==> config.mk <==
export PLATFORM = sky130hd
export DESIGN_NAME = d_cache_ctrl
export DESIGN_NICKNAME = d
export VERILOG_FILES = /design/src/rtl/d_cache_ctrl.sv
export SDC_FILE = /design/constraint.sdc
export NUM_CORES = 1
export LEC_CHECK = 0
export CORE_MARGIN = 3
export CORE_UTILIZATION = 55
export DETAILED_ROUTE_END_ITERATION = 7
export PLACE_DENSITY = 0.79
export RECOVER_POWER = 50
export SYNTH_ARGS = -nofsm -noshare
export SYNTH_HDL_FRONTEND = slang
export SYNTH_SLANG_ARGS = --single-unit
export TNS_END_PERCENT = 1
==> constraint.sdc <==
create_clock -name clk -period 10.6 [get_ports clk]
set_clock_uncertainty 0.05 [all_clocks]
set_input_delay 2.65 -clock clk [delete_from_list [all_inputs] [get_ports clk]]
set_output_delay 2.65 -clock clk [all_outputs]
set_load 0.02 [all_outputs]
==> src/rtl/d_cache_ctrl.sv <==
// d_cache_ctrl: direct-mapped, write-back, write-allocate data cache controller
// for the MEM stage. Hits resolve combinationally with zero stall cycles.
// A miss transfers a whole line to or from data memory over a
// request/ready handshake, then pulses d_ready so the pipeline can replay
// the access, which then hits.
//
// state      | meaning
// -----------+---------------------------------------------------------------
// IDLE       | serving hits; a miss latches index/tag and leaves this state
// WRITEBACK  | dirty victim line is being written to memory
// FILL       | requested line is being read from memory
// DONE       | one-cycle d_ready pulse; the replayed access comes next cycle
module d_cache_ctrl #(
  parameter int WORD_SIZE  = 16,
  parameter int LINE_WORDS = 4,
  parameter int NUM_LINES  = 4
) (
  input  logic                            clk,
  input  logic                            reset_n,
  input  logic                            cpu_read,
  input  logic                            cpu_write,
  input  logic [WORD_SIZE-1:0]            cpu_addr,
  input  logic [WORD_SIZE-1:0]            cpu_wdata,
  output logic [WORD_SIZE-1:0]            cpu_rdata,
  output logic                            d_cache_hit,
  output logic                            d_ready,
  output logic                            mem_read,
  output logic                            mem_write,
  output logic [WORD_SIZE-1:0]            mem_addr,
  output logic [WORD_SIZE*LINE_WORDS-1:0] mem_wdata,
  input  logic [WORD_SIZE*LINE_WORDS-1:0] mem_rdata,
  input  logic                            mem_ready,
  output logic [15:0]                     hit_count,
  output logic [15:0]                     miss_count
);

  localparam int OFF_W  = $clog2(LINE_WORDS);
  localparam int IDX_W  = $clog2(NUM_LINES);
  localparam int TAG_W  = WORD_SIZE - OFF_W - IDX_W;
  localparam int LINE_W = WORD_SIZE * LINE_WORDS;

  localparam logic [1:0] S_IDLE      = 2'd0;
  localparam logic [1:0] S_WRITEBACK = 2'd1;
  localparam logic [1:0] S_FILL      = 2'd2;
  localparam logic [1:0] S_DONE      = 2'd3;

  localparam logic [15:0] CNT_MAX = 16'hFFFF;

  logic [1:0]             state_q, state_d;
  logic [NUM_LINES-1:0]   line_valid;
  logic [NUM_LINES-1:0]   line_dirty;
  logic [TAG_W-1:0]       line_tag  [NUM_LINES];
  logic [LINE_W-1:0]      line_data [NUM_LINES];
  logic [IDX_W-1:0]       miss_idx_q;
  logic [TAG_W-1:0]       miss_tag_q;
  logic                   replay_q;
  logic [15:0]            hit_count_q;
  logic [15:0]            miss_count_q;

  logic                   req;
  logic                   is_write;
  logic [OFF_W-1:0]       off;
  logic [IDX_W-1:0]       idx;
  logic [TAG_W-1:0]       tag;
  logic                   hit;
  logic                   miss;
  logic                   wb_done;
  logic                   fill_done;

  assign req       = cpu_read | cpu_write;
  assign is_write  = cpu_write;
  assign off       = cpu_addr[OFF_W-1:0];
  assign idx       = cpu_addr[OFF_W +: IDX_W];
  assign tag       = cpu_addr[WORD_SIZE-1 -: TAG_W];
  assign hit       = req && (state_q == S_IDLE) && line_valid[idx] && (line_tag[idx] == tag);
  assign miss      = req && (state_q == S_IDLE) && !hit;
  assign wb_done   = (state_q == S_WRITEBACK) && mem_ready;
  assign fill_done = (state_q == S_FILL) && mem_ready;

  // Next-state logic; mem_ready is only honoured in the transfer states.
  always_comb begin
    state_d = state_q;
    case (state_q)
      S_IDLE:      if (miss) state_d = (line_valid[idx] && line_dirty[idx]) ? S_WRITEBACK : S_FILL;
      S_WRITEBACK: if (mem_ready) state_d = S_FILL;
      S_FILL:      if (mem_ready) state_d = S_DONE;
      default:     state_d = S_IDLE;
    endcase
  end

  // Control state: FSM, line status bits, latched miss address, counters.
  always_ff @(posedge clk or negedge reset_n) begin
    if (!reset_n) begin
      state_q      <= S_IDLE;
      line_valid   <= '0;
      line_dirty   <= '0;
      miss_idx_q   <= '0;
      miss_tag_q   <= '0;
      replay_q     <= 1'b0;
      hit_count_q  <= '0;
      miss_count_q <= '0;
    end else begin
      state_q  <= state_d;
      replay_q <= (state_q == S_DONE);
      if (miss) begin
        miss_idx_q <= idx;
        miss_tag_q <= tag;
        if (miss_count_q != CNT_MAX) miss_count_q <= miss_count_q + 16'd1;
      end
      // The replayed access right after DONE belongs to the miss already counted.
      if (hit && !replay_q && (hit_count_q != CNT_MAX)) hit_count_q <= hit_count_q + 16'd1;
      if (hit && is_write) line_dirty[idx] <= 1'b1;
      if (wb_done) line_dirty[miss_idx_q] <= 1'b0;
      if (fill_done) begin
        line_valid[miss_idx_q] <= 1'b1;
        line_dirty[miss_idx_q] <= 1'b0;
      end
    end
  end

  // Tag and data arrays carry no reset; valid bits guard their contents.
  always_ff @(posedge clk) begin
    if (fill_done) begin
      line_data[miss_idx_q] <= mem_rdata;
      line_tag[miss_idx_q]  <= miss_tag_q;
    end else if (hit && is_write) begin
      line_data[idx][off*WORD_SIZE +: WORD_SIZE] <= cpu_wdata;
    end
  end

  // CPU-side and memory-side outputs decoded from state and latched miss address.
  always_comb begin
    d_cache_hit = (state_q == S_IDLE) && (!req || hit);
    cpu_rdata   = (hit && !is_write) ? line_data[idx][off*WORD_SIZE +: WORD_SIZE] : '0;
    d_ready     = (state_q == S_DONE);
    mem_read    = (state_q == S_FILL);
    mem_write   = (state_q == S_WRITEBACK);
    mem_addr    = '0;
    mem_wdata   = '0;
    if (state_q == S_WRITEBACK) begin
      mem_addr  = {line_tag[miss_idx_q], miss_idx_q, {OFF_W{1'b0}}};
      mem_wdata = line_data[miss_idx_q];
    end else if (state_q == S_FILL) begin
      mem_addr  = {miss_tag_q, miss_idx_q, {OFF_W{1'b0}}};
    end
  end

  assign hit_count  = hit_count_q;
  assign miss_count = miss_count_q;

endmodule
# --- After elaboration in Yosys (flattened, before gate mapping) ---
# Memories as Yosys holds them, arrays and structs flattened.
# Cells that the tools add are included.
classes:
  order_cmp: 4
  shifts: 3
  eq_ne: 9
  muxes: 28
  n_reduce_logical: 23
  n_bitwise: 6
  n_addsub: 3
ops:
  columns: ["cell", "n"]
  rows:
  - ["two-way mux 64 bit", 4]
  - ["OR reduction 64 bit", 1]
  - ["variable shift 16 x 34 -> 64 bit (first input constant)", 1]
  - ["indexed part select 16 x 34 -> 64 bit", 1]
  - ["indexed part select 64 x 7 -> 16 bit", 1]
  - ["two-way mux 16 bit", 3]
  - ["negator 6 -> 34 bit", 1]
  - ["adder 16 x 1 -> 16 bit (second input constant)", 2]
  - ["inequality test 16 bit (second input constant)", 2]
  - ["logical AND 1 bit", 14]
  - ["== test 12 bit", 1]
  - ["two-way mux 4 bit", 3]
  - ["two-way mux 2 bit", 5]
  - ["AND 4 bit", 2]
  - ["two-way mux 1 bit", 8]
  - ["bitwise OR 4 bit", 2]
  - ["< comparator 2 x 3 -> 1 bit (second input constant)", 2]
  - ["case mux 2 bit (3 select lines)", 1]
  - ["binary-select mux 1 bit (select 2 bit)", 2]
  - ["demux 1 bit (select 2 bit)", 2]
  - ["== test 2 bit (second input constant)", 2]
  - ["greater-or-equal comparator 2 x 1 -> 1 bit (second input constant)", 2]
  - ["zero test 1 bit", 4]
  - ["inequality test 2 x 1 -> 1 bit (second input constant)", 2]
  - ["8 further kinds", 8]
totals:
  ff_bits: 57
  ram_bits: 304
  out_inout_bits: 132
  memories: 2
memory_table:
  columns: ["name", "depth", "word_bits", "read_ports", "rd_ports_with_merged_regs", "wr", "line_no", "rtl"]
  rows:
  - ["line_data", 4, 64, 2, 0, 1, "53", "logic [LINE_W-1:0] line_data [NUM_LINES];"]
  - ["line_tag", 4, 12, 2, 0, 1, "52", "logic [TAG_W-1:0] line_tag [NUM_LINES];"]

# --- Depth between registers and ports, before layout ---
logic_depth:
  depth_word: 10
  depth_mapped: 12

# --- Worst setup path before layout ---
# No wires, ideal clock.
synth_path:
  path_kind: "input to output"
  start: "input port cpu_addr[2]"
  end: "output port cpu_rdata[10]"
  required_time_ns: 7.900
  t_arrival_ns: 4.976
  setup_slack_ns: 2.924
  path_buffers: 2
  path_stages: 8
  path_cell_list: "buf_6 mux4_2 xnor2_1 nand2_1 a2111o_1 or4_4 clkbuf_1 nor2b_1"
synth_between:
  elab_chain_len: 6
  elab_cells_between_ends: 10
  cone_classes: "1 x eq/ne; 1 x shift; 3 x mux; 3 x reduce/logical; 2 x memory"
synth_lines:
  columns: ["item", "line_no", "rtl"]
  rows:
  - ["start: declaration", "22", "input logic [WORD_SIZE-1:0] cpu_addr,"]
  - ["branches (longest 5 deep; another with memory read (4 x 64 bit))", null, null]
  - ["two-way mux 16 bit (*)", "134", "cpu_rdata = (hit && !is_write) ? line_data[idx][off*WORD_SIZE +: WORD_SIZE] : '0;"]
  - ["end: declaration", "24", "output logic [WORD_SIZE-1:0] cpu_rdata,"]
# Every way passes the cells marked *. The select of a mux whose other input is x is not followed.

# --- Worst setup path after layout ---
layout_path:
  start: "register miss_idx_q[1]"
  end: "output port mem_wdata[10]"
layout_between:
  elab_chain_len: 2
layout_lines:
  columns: ["item", "line_no", "rtl"]
  rows:
  - ["start: declaration", "54", "logic [IDX_W-1:0] miss_idx_q;"]
  - ["start signal: assignment", "106", "miss_idx_q <= idx;"]
  - ["memory read (4 x 64 bit)", null, null]
  - ["two-way mux 64 bit", "140", "if (state_q == S_WRITEBACK) begin"]
  - ["end: declaration", "30", "output logic [WORD_SIZE*LINE_WORDS-1:0] mem_wdata,"]
# No other way between the ends.

==> run summary <==
The run finished, with violations left. The final reports fail on capacitance limit, slew limit. The tools report the number of global-route vias before repair as 11,900.

The launching element type of the critical path was a flop. After the first detailed-routing iteration, the DRC count stood at 1,014. The tools report the count of antenna-violating nets left after detailed routing as 0.

The slowest stage of the critical path belongs to the cell clkbuf_1. The tools report the post-detailed-route DRC marker count as 0. The run gives 3 as the maximum number of buffers from clock root to sink.

The number of buffers inserted during clock tree synthesis came out at 38. Once routing completed, OpenROAD measured the worst setup slack at 1.65 ns. The sum of routed wire length over all layers is 49.5 mm, and the number of distinct library cell variants in the gate-level netlist after synthesis is 53. The antenna cell count is 0.

For the total area of multi-input combinational cells, the log shows 6790 um2. The synthesized design spends more area on one cell type than any other, namely edfxtp_1. Number of endpoints failing setup at the final stage: 0. In this run the biggest area consumer among cell types represents 50.8% of the synthesized area. The register bit total from synthesis was 361; the number of levels the H-tree was split into was 2. Sorting the synthesized cells by area gives the leading types as edfxtp_1, mux4_2, dfrtp_1. For the proportion of synthesized chip area in sequential cells, the log shows 58.7%. Ranked by instance count, the synthesized netlist is headed by edfxtp_1, mux4_2, nand3_1.

In the final layout, the share of cells above drive strength 1 is 19.4%. Global routing finished with a remaining overflow of 0. During placement, the flow inserted port buffers numbering 230. From bottom edge to top edge, the die measures 187 um.

During I/O placement, the number of pins put on the boundary was 233. The die is 187 um wide. Hold repair after CTS inserted 0 buffers. The worst pin sits at a relative slew slack of -157%. The initial core utilization was 56.4%.

Based on the critical path, the design can be clocked at up to 0.112 GHz. The tree is rooted in a clkbuf_16. The synthesized design contains 304 enable-type register cells. In this run, placement finished with an instance count of 1,751.

The post-place setup slack is 1.70 ns. The cell count after synthesis is 1,139. The clock reaches the later pin of the worst-skew pair after 0.53 ns. The final layout contains 1,468 nets. Setup repair after global routing left no endpoint under its margin. For the worst setup path, the data arrival time is 6.25 ns. HPWL reported at the end of detailed placement: 33.5 mm. After clock tree synthesis, the clock-pin slew on the worst setup and hold paths is 0.06 ns. The total vias in the final route was 11,600; the post-detailed-route wirelength per cell was 27.2 um.

The initial antenna violation count was 1; the number of filler cells placed in the layout was 2,168. The area growth from synthesis to layout is 21.4%. On the final layout, the worst hold slack is 0.415 ns. The logs give 0 for the number of hold-slack violations in the final timing report and 4920 uW for the power after layout. The worst path required time is 7.90 ns. TritonCTS built the clock tree. In the global route stage, overall resource usage came out at 28.3%.

The internal reg-to-reg setup slack is 4.03 ns. The critical path buffer and inverter count was 2. Across the run, the number of max-cap violations was 7.

Row generation in the floorplan step produced 65 rows. For this run, the detailed router's first-pass iteration total came to 5. The worst setup path is of the flop to output port kind.

The post-CTS setup buffer count was 0. The worst hold path belongs to the class flop to flop. Entering global routing, the biggest net connects 125 pins. For this run, the slowest stage of the critical path takes 2.78 ns. The worst path uses 84.5% of the clock period. Mean instance size in the synthesized netlist: 15.8 um2. Yosys instantiated no cell more often than edfxtp_1. The finished layout holds 1,821 standard cells, fillers aside. Among all flip-flop cells after synthesis, the most frequent one is edfxtp_1. The proportion of synthesized flip-flops having asynchronous set or reset was 15.8%; the final count of pins violating max slew was 233.

The total negative setup slack was 0 ns. The worst setup path is captured at an output port. The post-route minimum period works out to 8.95 ns. On the critical path the largest part of the delay comes from buffers and inverters. For this design the static power due to leakage is 0.00766 uW.

Summing every instance area after synthesis gives 18,000 um2. The total area inside the core boundary comes to 31,900 um2. The signal on the critical path passes through clkbuf_1 -> mux4_2 -> and2_1 -> dlygate4sd3_1. At the pin with the least slew margin, the transition time is 3.86 ns. The power per cell area came out at 225 nW/um2.

The area occupied by registers was 10,600 um2; the final weighted congestion in routability-driven placement was 0.896. The logs give 361 for the number of clock sinks and 0 for the number of warnings reported in the yosys synthesis log. Maximum fanout encountered on the critical timing path: 58.

The first global-routing pass estimated 74.5 mm of wire. The die covers 34,900 um2. In this run, post-CTS repair resized a total of 0 instances. The ratio of routed vias to standard cells is 6.38. IR analysis of the VDD net gives a maximum drop of 0.000139 V.
==> stage by stage <==
step | utilization [%] | area (um2)
after floorplan | - | 18000
after global placement | 64.9 | 20700
after detailed placement | 64.9 | 20700
after CTS | 68.8 | 21900
after global routing | 68.5 | 21800
final | 68.5 | 21800
==> state kept, by name, summed over array words and instances (netlist names), 2 cells and up <==
signal	count
miss_tag_q	12
state_q	2
line_dirty	4
line_valid	4
miss_count	16
hit_count	16
line_tag	48
miss_idx_q	2
line_data	256
==> power breakdown <==
part / switching (uW) / total [uW] / internal [uW] / leakage [uW]
Sequential: 157 / 1930 / 1770 / 0.00348
Combinational: 860 / 1650 / 795 / 0.00357
Clock: 537 / 1340 / 802 / 0.000609
==> path summary, 6_finish.rpt <==
| path | start | end | cells after the start |
|---|---|---|---|
| min in group asynchronous | reset_n | miss_tag_q[8]$_DFFE_PN0P_ | 2 |
| worst min register to register | line_valid[0]$_DFFE_PN0P_ | line_valid[0]$_DFFE_PN0P_ | 1 |
| max in group asynchronous | reset_n | miss_idx_q[0]$_DFFE_PN0P_ | 2 |
| worst min-delay path | line_valid[0]$_DFFE_PN0P_ | line_valid[0]$_DFFE_PN0P_ | 1 |
| worst max register to register | miss_idx_q[1]$_DFFE_PN0P_ | line_data[3][23]$_DFFE_PP_ | 5 |
| worst max-delay path | miss_idx_q[1]$_DFFE_PN0P_ | mem_wdata[10] | 4 |
==> per-layer routing <==
metal	vias to the layer above	track usage (%)	wire, um
met1	5881	37.8	18300
li1	4895	-	-
met4	0	10.4	2060
met2	737	45.7	23800
met5	-	0	0
met3	113	7.27	5390
==> final cells by class <==
type,count,share of cell area (%)
Sequential cell,361,48.4
Tap cell,435,2.49
Clock buffer,50,4.85
Inverter,70,1.20
Clock inverter,20,0.894
Timing Repair Buffer,255,11.1
Multi-Input combinational cell,630,31.1
==> placed cells by master, fill, tap and decap left out, types with 8 or more instances in the layout <==
master           Yosys  final
nand4_1             11     11
nor2b_1             22     22
inv_1               69     69
mux2_2              18     16
clkinv_1             0      8
and3_1              12     12
edfxtp_1           304    304
dlygate4sd3_1        0     61
nand2_1             18     18
clkdlybuf4s50_1      0    166
o21ai_0             65     65
nor2_2               0      8
clkbuf_16            0     41
nand3_1             72     72
and2_0               1     21
and2_1              70     50
buf_4               10     13
xnor2_1             27     27
ha_1                11     11
dfrtp_1             57     56
nor2_1              25     17
mux4_2             164    164
xor2_1              18     18
a22o_1              13     13
nor4_1               7      9
clkbuf_1            45     23
a21oi_1             11     11
mux2i_1             15     15
==> cell families after synthesis <==
family | count (synthesis) | share of synthesized area [%]
buf+inv | 149 | 3.55
other cells | 1 | 0.0208
flops | 361 | 58.7
fa+ha+maj | 11 | 0.765
compound gates | 103 | 3.41
xor+xnor | 45 | 2.19
simple gates | 270 | 8.70
mux | 199 | 22.7
No activity file was read; power rests on OpenSTA's default activity.
